==> config.mk <==
export PLATFORM = sky130hd
export DESIGN_NAME = pipe_hazard_ctrl
export DESIGN_NICKNAME = d
export VERILOG_FILES = /design/src/rtl/pipe_ctrl_pkg.sv /design/src/rtl/pipe_hazard_ctrl_hazard_detect.sv /design/src/rtl/pipe_hazard_ctrl.sv
export SDC_FILE = /design/constraint.sdc
export NUM_CORES = 1
export LEC_CHECK = 0
export CAP_MARGIN = 20
export CORE_MARGIN = 2
export CORE_UTILIZATION = 32
export CTS_CLUSTER_SIZE = 24
export DETAILED_ROUTE_END_ITERATION = 6
export HOLD_SLACK_MARGIN = 0.03
export PLACE_DENSITY = 0.78
export REMOVE_ABC_BUFFERS = 1
export SKIP_LAST_GASP = 1
export SLEW_MARGIN = 20
export SYNTH_ARGS = -nofsm -noshare
export SYNTH_HDL_FRONTEND = slang
export SYNTH_SLANG_ARGS = --single-unit
==> constraint.sdc <==
create_clock -name Clk -period 1.59 [get_ports Clk]
set_input_delay 0.318 -clock Clk [delete_from_list [all_inputs] [get_ports Clk]]
set_output_delay 0.318 -clock Clk [all_outputs]
set_load 0.05 [all_outputs]
==> src/rtl/pipe_ctrl_pkg.sv <==
// Shared definitions for the pipeline hazard/stall sequencer.
// FSM state encoding and the hard-wired zero register index.
package pipe_ctrl_pkg;

  typedef enum logic [1:0] {
    RUN      = 2'd0,
    MEM_WAIT = 2'd1,
    ERR      = 2'd2
  } state_e;

  localparam logic [4:0] REG_X0 = 5'd0;

endpackage

==> src/rtl/pipe_hazard_ctrl_hazard_detect.sv <==
// hazard_detect: combinational load-use comparator.
// Flags an ID instruction that reads the destination of a load sitting in EX.
// Writes to x0 are discarded by the register file, so they never create a hazard.
module hazard_detect
  import pipe_ctrl_pkg::*;
(
  input  logic [4:0] id_rs1_i,
  input  logic [4:0] id_rs2_i,
  input  logic       id_use_rs1_i,
  input  logic       id_use_rs2_i,
  input  logic       ex_memread_i,
  input  logic [4:0] ex_rd_i,
  output logic       luse_o
);

  logic rs1_hit;
  logic rs2_hit;

  // Compare each used source operand against the pending load destination.
  always_comb begin
    rs1_hit = id_use_rs1_i && (id_rs1_i == ex_rd_i);
    rs2_hit = id_use_rs2_i && (id_rs2_i == ex_rd_i);
    luse_o  = ex_memread_i && (ex_rd_i != REG_X0) && (rs1_hit || rs2_hit);
  end

endmodule

==> src/rtl/pipe_hazard_ctrl.sv <==
// pipe_hazard_ctrl: stall/flush sequencer for the 5-stage pipeline.
// Priority of responses: ERR > memory wait > redirect > load-use.
// Control outputs are combinational from the current state and inputs and are
// forced low while Rst is asserted. mem_err is the registered sticky timeout flag.
// Optional macro PIPE_HAZARD_CTRL_PERF_EN adds saturating stall/flush counters;
// without it stall_cnt/flush_cnt are constant 0 and no counter flops exist.
// dbg_state / dbg_wait_cnt expose the FSM state and watchdog count.
module pipe_hazard_ctrl
  import pipe_ctrl_pkg::*;
#(
  parameter int WAIT_TIMEOUT = 255,
  parameter int CNT_W        = 8,
  parameter int PERF_W       = 32
) (
  input  logic              Clk,
  input  logic              Rst,
  input  logic [4:0]        id_rs1,
  input  logic [4:0]        id_rs2,
  input  logic              id_use_rs1,
  input  logic              id_use_rs2,
  input  logic              ex_memread,
  input  logic [4:0]        ex_rd,
  input  logic              ex_redirect,
  input  logic              mem_req,
  input  logic              dmem_ready,
  output logic              pc_hold,
  output logic              if_id_hold,
  output logic              if_id_flush,
  output logic              id_ex_hold,
  output logic              id_ex_flush,
  output logic              ex_mem_hold,
  output logic              mem_wb_flush,
  output logic              mem_err,
  output logic [PERF_W-1:0] stall_cnt,
  output logic [PERF_W-1:0] flush_cnt,
  output logic [1:0]        dbg_state,
  output logic [CNT_W-1:0]  dbg_wait_cnt
);

  localparam logic [CNT_W:0] TIMEOUT_C = (CNT_W+1)'(WAIT_TIMEOUT);

  state_e           state_q;
  logic [CNT_W-1:0] wait_cnt_q;
  logic             mem_err_q;

  logic             luse;
  logic             in_err;
  logic             mem_wait;
  logic             redirect_apply;
  logic             luse_apply;
  logic [CNT_W:0]   cnt_nxt;

  hazard_detect u_hazard_detect (
    .id_rs1_i     (id_rs1),
    .id_rs2_i     (id_rs2),
    .id_use_rs1_i (id_use_rs1),
    .id_use_rs2_i (id_use_rs2),
    .ex_memread_i (ex_memread),
    .ex_rd_i      (ex_rd),
    .luse_o       (luse)
  );

  // Resolve which hazard response applies this cycle, by priority.
  always_comb begin
    in_err         = (state_q == ERR);
    mem_wait       = !in_err && mem_req && !dmem_ready;
    redirect_apply = !in_err && !mem_wait && ex_redirect;
    luse_apply     = !in_err && !mem_wait && !ex_redirect && luse;
    // The first wait cycle counts as 1; later ones extend the run.
    if (state_q == RUN) begin
      cnt_nxt = {{CNT_W{1'b0}}, 1'b1};
    end else begin
      cnt_nxt = {1'b0, wait_cnt_q} + {{CNT_W{1'b0}}, 1'b1};
    end
  end

  // Drive per-stage hold/flush controls from the selected response.
  always_comb begin
    pc_hold      = 1'b0;
    if_id_hold   = 1'b0;
    if_id_flush  = 1'b0;
    id_ex_hold   = 1'b0;
    id_ex_flush  = 1'b0;
    ex_mem_hold  = 1'b0;
    mem_wb_flush = 1'b0;
    if (!Rst) begin
      if (in_err || mem_wait) begin
        // Freeze everything up to EX_MEM and bubble MEM_WB.
        pc_hold      = 1'b1;
        if_id_hold   = 1'b1;
        id_ex_hold   = 1'b1;
        ex_mem_hold  = 1'b1;
        mem_wb_flush = 1'b1;
      end else if (redirect_apply) begin
        // Squash the two wrong-path instructions behind the branch.
        if_id_flush  = 1'b1;
        id_ex_flush  = 1'b1;
      end else if (luse_apply) begin
        // Hold front end one cycle and insert a bubble into EX.
        pc_hold      = 1'b1;
        if_id_hold   = 1'b1;
        id_ex_flush  = 1'b1;
      end
    end
  end

  // Wait-state FSM with timeout watchdog and sticky error flag.
  always_ff @(posedge Clk or posedge Rst) begin
    if (Rst) begin
      state_q    <= RUN;
      wait_cnt_q <= '0;
      mem_err_q  <= 1'b0;
    end else begin
      case (state_q)
        RUN, MEM_WAIT: begin
          if (mem_wait) begin
            wait_cnt_q <= cnt_nxt[CNT_W-1:0];
            if (cnt_nxt >= TIMEOUT_C) begin
              state_q   <= ERR;
              mem_err_q <= 1'b1;
            end else begin
              state_q   <= MEM_WAIT;
            end
          end else begin
            state_q    <= RUN;
            wait_cnt_q <= '0;
          end
        end
        ERR: begin
          state_q <= ERR;
        end
        default: begin
          state_q    <= RUN;
          wait_cnt_q <= '0;
        end
      endcase
    end
  end

  assign mem_err      = mem_err_q;
  assign dbg_state    = state_q;
  assign dbg_wait_cnt = wait_cnt_q;

`ifdef PIPE_HAZARD_CTRL_PERF_EN
  logic [PERF_W-1:0] stall_cnt_q;
  logic [PERF_W-1:0] flush_cnt_q;

  // Saturating counters of stalled cycles and applied redirects.
  always_ff @(posedge Clk or posedge Rst) begin
    if (Rst) begin
      stall_cnt_q <= '0;
      flush_cnt_q <= '0;
    end else begin
      if (pc_hold && (stall_cnt_q != {PERF_W{1'b1}})) begin
        stall_cnt_q <= stall_cnt_q + 1'b1;
      end
      if (redirect_apply && (flush_cnt_q != {PERF_W{1'b1}})) begin
        flush_cnt_q <= flush_cnt_q + 1'b1;
      end
    end
  end

  assign stall_cnt = stall_cnt_q;
  assign flush_cnt = flush_cnt_q;
`else
  assign stall_cnt = '0;
  assign flush_cnt = '0;
`endif

endmodule

==> impl_metrics.env, run 1 <==
export IMPL_die_w_um=71.3
export IMPL_cts_root_buffer="clkbuf_8"
export IMPL_nFillCells=387
export IMPL_avgSynthCellArea_sq_um=8.02
export IMPL_cp_end_kind="output port"
export IMPL_fin_skew_ns=0.00102
export IMPL_grt_max_degree=12
export IMPL_synth_seq_area_share_pct=19.0
export IMPL_ff2ff_setup_slack_ns=0.01
export IMPL_final_area_sq_mm=0.00231
export IMPL_hold_viol_final=0
export IMPL_io_buffers=40
export IMPL_via_count=1361
export IMPL_synthTopCellsByCount="buf_4, dfrtp_1, xor2_1"
export IMPL_setup_viol_count_final=7
export IMPL_yosysUniqueCellTypes=41
export IMPL_period_minus_slack_ns=1.91
export IMPL_cap_violations=0
export IMPL_clk_path_buf_depth=2
export IMPL_synth_top_family_by_area="buffers and inverters"
export IMPL_cts_tree="yes"
export IMPL_synthesis_area_sq_mm=0.00145
export IMPL_cts_max_level=1
export IMPL_rsz0062_at_grt="yes"
export IMPL_syn_to_final_growth_pct=59.4
export IMPL_viasPerCell=4.65
export IMPL_critPathRequiredTime_ns=1.27
export IMPL_yosysTopAreaCell="buf_4"
export IMPL_muxShareOfSynthArea_pct=2.16
export IMPL_ys_warnings_count=0
export IMPL_synth_compound_area_share_pct=14.1
export IMPL_clock_sinks=11
export IMPL_synth_seq_cells=11
export IMPL_fin_ws_ns=-0.315
export IMPL_start_kind="input port"
export IMPL_dr_pass1_iters=4
export IMPL_numCtsBuffers=3
export IMPL_start_util_pct=33.3
export IMPL_ios=105
export IMPL_dieArea_sq_mm=0.00509
export IMPL_yosysMostFrequentCell="buf_4"
export IMPL_synth_edf_count=0
export IMPL_worstSetupPathType="input port to output port"
export IMPL_status="finished, violations left"
export IMPL_drc=0
export IMPL_final_layout_size_suffix_gt1_share_pct=37.3
export IMPL_postPlaceCellArea_sq_mm=0.00196
export IMPL_overflow=0
export IMPL_synthFlopType="dfrtp_1"
export IMPL_dp_hpwl_um=2730
export IMPL_reg2reg_depth=5
export IMPL_yosys_top_cells_area="buf_4, dfrtp_1, xor2_1"
export IMPL_yosys_area_share_simple_pct=18.7
export IMPL_layout_nets=266
export IMPL_diodes=0
export IMPL_timing_rr_end="dbg_state[1]"
export IMPL_rr_startpoint="dbg_wait_cnt[0]"
export IMPL_cp_data_arrival_time_ns=1.59
export IMPL_pre_cts_ws_ns=-0.792
export IMPL_violations="negative setup slack"
export IMPL_fmax_mhz=525
export IMPL_path_clk_slew_ns=0.05
export IMPL_insertion_delay_ns=0.25
export IMPL_grt_pass1_wl_um=5520
export IMPL_die_h_um=71.3
export IMPL_p_leak_nw=1.01
export IMPL_first_iter_violations=78
export IMPL_antenna_found_initial=0
export IMPL_hp_class="input port to async pin"
export IMPL_ant_nets=0
export IMPL_synthArstFlopShare_pct=100
export IMPL_wl_um=3990
export IMPL_synth_top_area_share_pct=34.7
export IMPL_globalplace_congestion=0.850
export IMPL_maxSlewViolCount=0
export IMPL_grt_pass1_vias=1190
export IMPL_track_usage_pct=13.8
export IMPL_power_density_mw_per_mm2=519
export IMPL_vdd_ir_drop_worst_v=0.000232
export IMPL_row_count=24
export IMPL_synthCells=181
export IMPL_wl_per_cell_um=13.6
export IMPL_synth_fa_ha_area_share_pct=0.862
export IMPL_core_area_sq_mm=0.00435
export IMPL_synth_xor_area_share_pct=7.84
export IMPL_period_share_pct=120
export IMPL_crit_fanout=3
==> power breakdown <==
group / switching, W / total, W / leakage, nW / internal, W
logic: 0.000467 / 0.000613 / 0.845 / 0.000147
clock network: 0.000124 / 0.000302 / 0.0228 / 0.000178
registers: 0.00000344 / 0.000287 / 0.143 / 0.000283
==> routing by layer <==
layer,track usage (%),share of wire [%],vias up
met3,2.95,7.5,11
li1,-,-,614
met1,13.4,32,652
met4,5.24,2.6,0
met5,0,0,-
met2,28.0,58,84
==> kinds of logic after synthesis <==
kind of cell               after synthesis
muxes                                    3
xor gates and xnor gates                13
buffers and inverters                   75
other                                    1
and+or+nand+nor                         46
AOI/OAI and AO/OA                       31
DFF                                     11
adders and majority gates                1
==> through the flow <==
stage | std cells | utilization [%] | hold slack [ns] | power (W) | TNS, ns
3_3_place_gp | 284 | 45.0 | 0.616 | 0.000857 | -2.82
5_1_grt | 293 | 53.1 | 0.346 | 0.00124 | -1.73
4_1_cts | 291 | 49.3 | 0.280 | 0.00118 | -1.02
2_1_floorplan | 171 | - | 0.170 | 0.000710 | -11.59
6_report | 293 | 53.1 | 0.297 | 0.00120 | -1.27
3_5_place_dp | 284 | 45.0 | 0.629 | 0.000862 | -3.35
==> layout make-up <==
class | instances | area [sq um] | share of cell area (%)
Clock buffer | 4 | 45.0 | 1.95
Inverter | 2 | 7.51 | 0.324
Multi-Input combinational cell | 158 | 1120 | 48.6
Sequential cell | 11 | 282 | 12.2
Tap cell | 52 | 65.1 | 2.81
Timing Repair Buffer | 66 | 791 | 34.2
==> critical path, cell delays in order <==
cell and delay, ns:
buf_8 0.10, or4_4 0.53, o211ai_1 0.31, o22ai_4 0.16, buf_12 0.17
==> worst max path at each step <==
| stage | from | end | depth (start not counted) |
|---|---|---|---|
| after floorplan | dbg_state[1] | ex_mem_hold | 3 |
| after global placement | ex_rd[3] | if_id_hold | 6 |
| after detailed placement | ex_rd[3] | pc_hold | 6 |
| after CTS | ex_rd[4] | pc_hold | 5 |
| after global routing | ex_rd[4] | pc_hold | 5 |
| final | ex_rd[4] | pc_hold | 5 |
==> repair_timing <==
item,CTS,global route
pin swaps,18,11
buffers inserted,3,2
hold buffers,0,0
setup endpoints to repair,10,10
cloned,0,1
gates resized for setup,75,27
==> flip-flops by register name (all words and copies together) (netlist names) <==
signal        count
dbg_state         2
mem_err           1
dbg_wait_cnt      8
==> layout by cell type, fill, tap and decap left out, types with 4 or more instances in the layout <==
cell type,netlist,routed
a21oi_1,6,6
buf_12,0,19
buf_2,5,4
buf_4,67,22
buf_6,0,4
clkdlybuf4s50_1,0,5
conb_1,1,64
dfrtp_1,11,6
dfrtp_2,0,5
dlygate4sd2_1,0,8
nand2_1,5,5
nand3_1,4,4
nor2_1,8,6
nor4_2,2,4
o21ai_1,4,4
xnor2_1,4,4
xor2_1,9,8
No activity file was read; power rests on OpenSTA's default activity.
==> inputs of run 2 (changes only) <==
--- a/config.mk
+++ b/config.mk
@@ -6,13 +6,12 @@
 export NUM_CORES = 1
 export LEC_CHECK = 0
 export CAP_MARGIN = 20
-export CORE_MARGIN = 2
+export CORE_MARGIN = 8
 export CORE_UTILIZATION = 32
 export CTS_CLUSTER_SIZE = 24
 export DETAILED_ROUTE_END_ITERATION = 6
 export HOLD_SLACK_MARGIN = 0.03
 export PLACE_DENSITY = 0.78
-export REMOVE_ABC_BUFFERS = 1
 export SKIP_LAST_GASP = 1
 export SLEW_MARGIN = 20
 export SYNTH_ARGS = -nofsm -noshare
==> impl_metrics.env, run 2 (synthesis results as in run 1) <==
export IMPL_status="finished, violations left"
export IMPL_hp_class="input port to async pin"
export IMPL_violations="negative setup slack"
export IMPL_rsz0062_at_grt="yes"
export IMPL_io_buffers=40
export IMPL_diodes=0
export IMPL_p_switching_w=0.000579
export IMPL_cts_max_level=1
export IMPL_ff2ff_setup_slack_ns=-0.05
export IMPL_die_w_um=83.3
export IMPL_p_leak_nw=0.978
export IMPL_cp_data_arrival_time_ns=1.56
export IMPL_ant_nets=0
export IMPL_dieArea_sq_mm=0.00695
export IMPL_grt_pass1_vias=1403
export IMPL_grt_max_degree=12
export IMPL_overflow=0
export IMPL_path_clk_slew_ns=0.05
export IMPL_period_minus_slack_ns=1.88
export IMPL_cp_end_kind="output port"
export IMPL_combPwrFrac_pct=51.8
export IMPL_final_layout_size_suffix_gt1_share_pct=38.1
export IMPL_clockPowerShare_pct=23.7
export IMPL_fin_skew_ns=0.00525
export IMPL_fin_total_pwr_w=0.00118
export IMPL_largest_reg_flops=8
export IMPL_slowest_delay_ns=0.30
export IMPL_clock_sinks=11
export IMPL_numCtsBuffers=3
export IMPL_insertion_delay_ns=0.24
export IMPL_vdd_ir_drop_worst_v=0.000317
export IMPL_postPlaceCellArea_sq_mm=0.00200
export IMPL_final_area_sq_mm=0.00220
export IMPL_reg2reg_depth=8
export IMPL_timing_rr_end="mem_err"
export IMPL_track_usage_pct=11.5
export IMPL_dr_pass1_iters=4
export IMPL_clk_path_buf_depth=2
export IMPL_crit_fanout=3
export IMPL_cpMaxStageDelayCell="nor4_2"
export IMPL_core_area_sq_mm=0.00435
export IMPL_row_count=24
export IMPL_grt_pass1_wl_um=6920
export IMPL_mostFrequentLayoutCell="conb_1"
export IMPL_globalplace_congestion=0.876
export IMPL_viasPerCell=4.56
export IMPL_wl_per_cell_um=15.4
export IMPL_grt_most_used_layer="met2"
export IMPL_seqPwrFrac_pct=24.5
export IMPL_via_count=1312
export IMPL_period_share_pct=118
export IMPL_critPathRequiredTime_ns=1.27
export IMPL_maxSlewViolCount=0
export IMPL_antenna_found_initial=0
export IMPL_worst_path_buf_inv=3
export IMPL_p_sw_share_pct=49.2
export IMPL_hold_viol_final=0
export IMPL_start_util_pct=33.3
export IMPL_fin_cells=288
export IMPL_fmax_mhz=532
export IMPL_hold_buffers=0
export IMPL_layout_common_cells="conb_1, buf_4, buf_12"
export IMPL_layout_nets=261
export IMPL_pre_cts_ws_ns=-0.682
export IMPL_path_cells="buf_8, buf_6, xor2_2, nor4_2, a32oi_2, o22ai_4, buf_12"
export IMPL_power_internal_w=0.000598
export IMPL_met2_usage_pct=20.7
export IMPL_ios=105
export IMPL_fin_tns_setup_ns=-1.09
export IMPL_first_iter_violations=107
export IMPL_critical_path_top_delay_family="compound AO/OA/AOI/OAI gates"
export IMPL_rr_startpoint="dbg_state[1]"
export IMPL_cts_tree="yes"
export IMPL_wl_um=4430
export IMPL_cap_violations=0
export IMPL_drc=0
export IMPL_cts_root_buffer="clkbuf_8"
export IMPL_fin_ws_ns=-0.291
export IMPL_grt_met1_usage_pct=12.3
export IMPL_dp_hpwl_um=3260
export IMPL_dpl_cell_count=277
export IMPL_power_density_mw_per_mm2=534
export IMPL_syn_to_final_growth_pct=51.9
export IMPL_start_kind="input port"
export IMPL_setup_viol_count_final=9
export IMPL_met3_usage_pct=4.30
export IMPL_worstSetupPathType="input port to output port"
export IMPL_die_h_um=83.3
-- run 2: cell count changes in the layout (fill, tap and decap cells not counted), sizes merged --
cell           delta
buf               -4
dlygate4sd2       -4
clkbuf            +2
clkdlybuf4s15     +2
clkdlybuf4s50     -1
-- run 2: per-stage QoR --
step,util [%],hold slack [ns]
2_1_floorplan,-,0.170
3_3_place_gp,45.9,0.598
3_5_place_dp,45.9,0.620
4_1_cts,49.2,0.432
5_1_grt,50.6,0.477
6_report,50.6,0.417
-- run 2: final cells by class --
cell class | count | area (sq um)
fill | 373 | 2150
inverter | 2 | 7.51
sequential | 11 | 285
clock buffer | 4 | 45.0
timing repair buffer | 61 | 713
tap | 52 | 65.1
multi-input combinational | 158 | 1090
-- run 2: worst max-delay path by stage --
stage / end / startpoint / cells past startpoint
2_1_floorplan: pc_hold / dbg_state[1] / 6
3_3_place_gp: pc_hold / ex_rd[1] / 5
3_5_place_dp: pc_hold / ex_rd[2] / 6
4_1_cts: pc_hold / ex_rd[4] / 5
5_1_grt: pc_hold / ex_rd[4] / 7
6_report: pc_hold / ex_rd[4] / 7
-- run 2: power groups by stage --
| stage | combinational (W) | sequential (W) | clock (W) |
|---|---|---|---|
| 6_report | 0.000610 | 0.000288 | 0.000279 |
| 4_1_cts | 0.000586 | 0.000288 | 0.000282 |
| 3_3_place_gp | 0.000574 | 0.000294 | 0 |
| 5_1_grt | 0.000635 | 0.000288 | 0.000301 |
| 2_1_floorplan | 0.000557 | 0.000303 | 0 |
| 3_5_place_dp | 0.000578 | 0.000294 | 0 |
-- run 2: per-layer routing --
layer | vias to the layer above | wire [um]
met5 | - | 0
met4 | 0 | 97
met3 | 10 | 381
met2 | 93 | 2310
met1 | 606 | 1650
li1 | 603 | -
-- run 2: repair_timing --
| action | 4_1_cts | 5_1_grt |
|---|---|---|
| buffers inserted | 6 | 2 |
| setup endpoints to repair | 8 | 10 |
| pin swaps | 17 | 11 |
| resized for setup | 62 | 19 |
-- run 2: worst reg2reg max path, delay by kind of cell (launching register included) --
kind,cells,cell delay [ns]
buffers and inverters,4,0.61
and+or+nand+nor,4,0.51
DFF,1,0.40
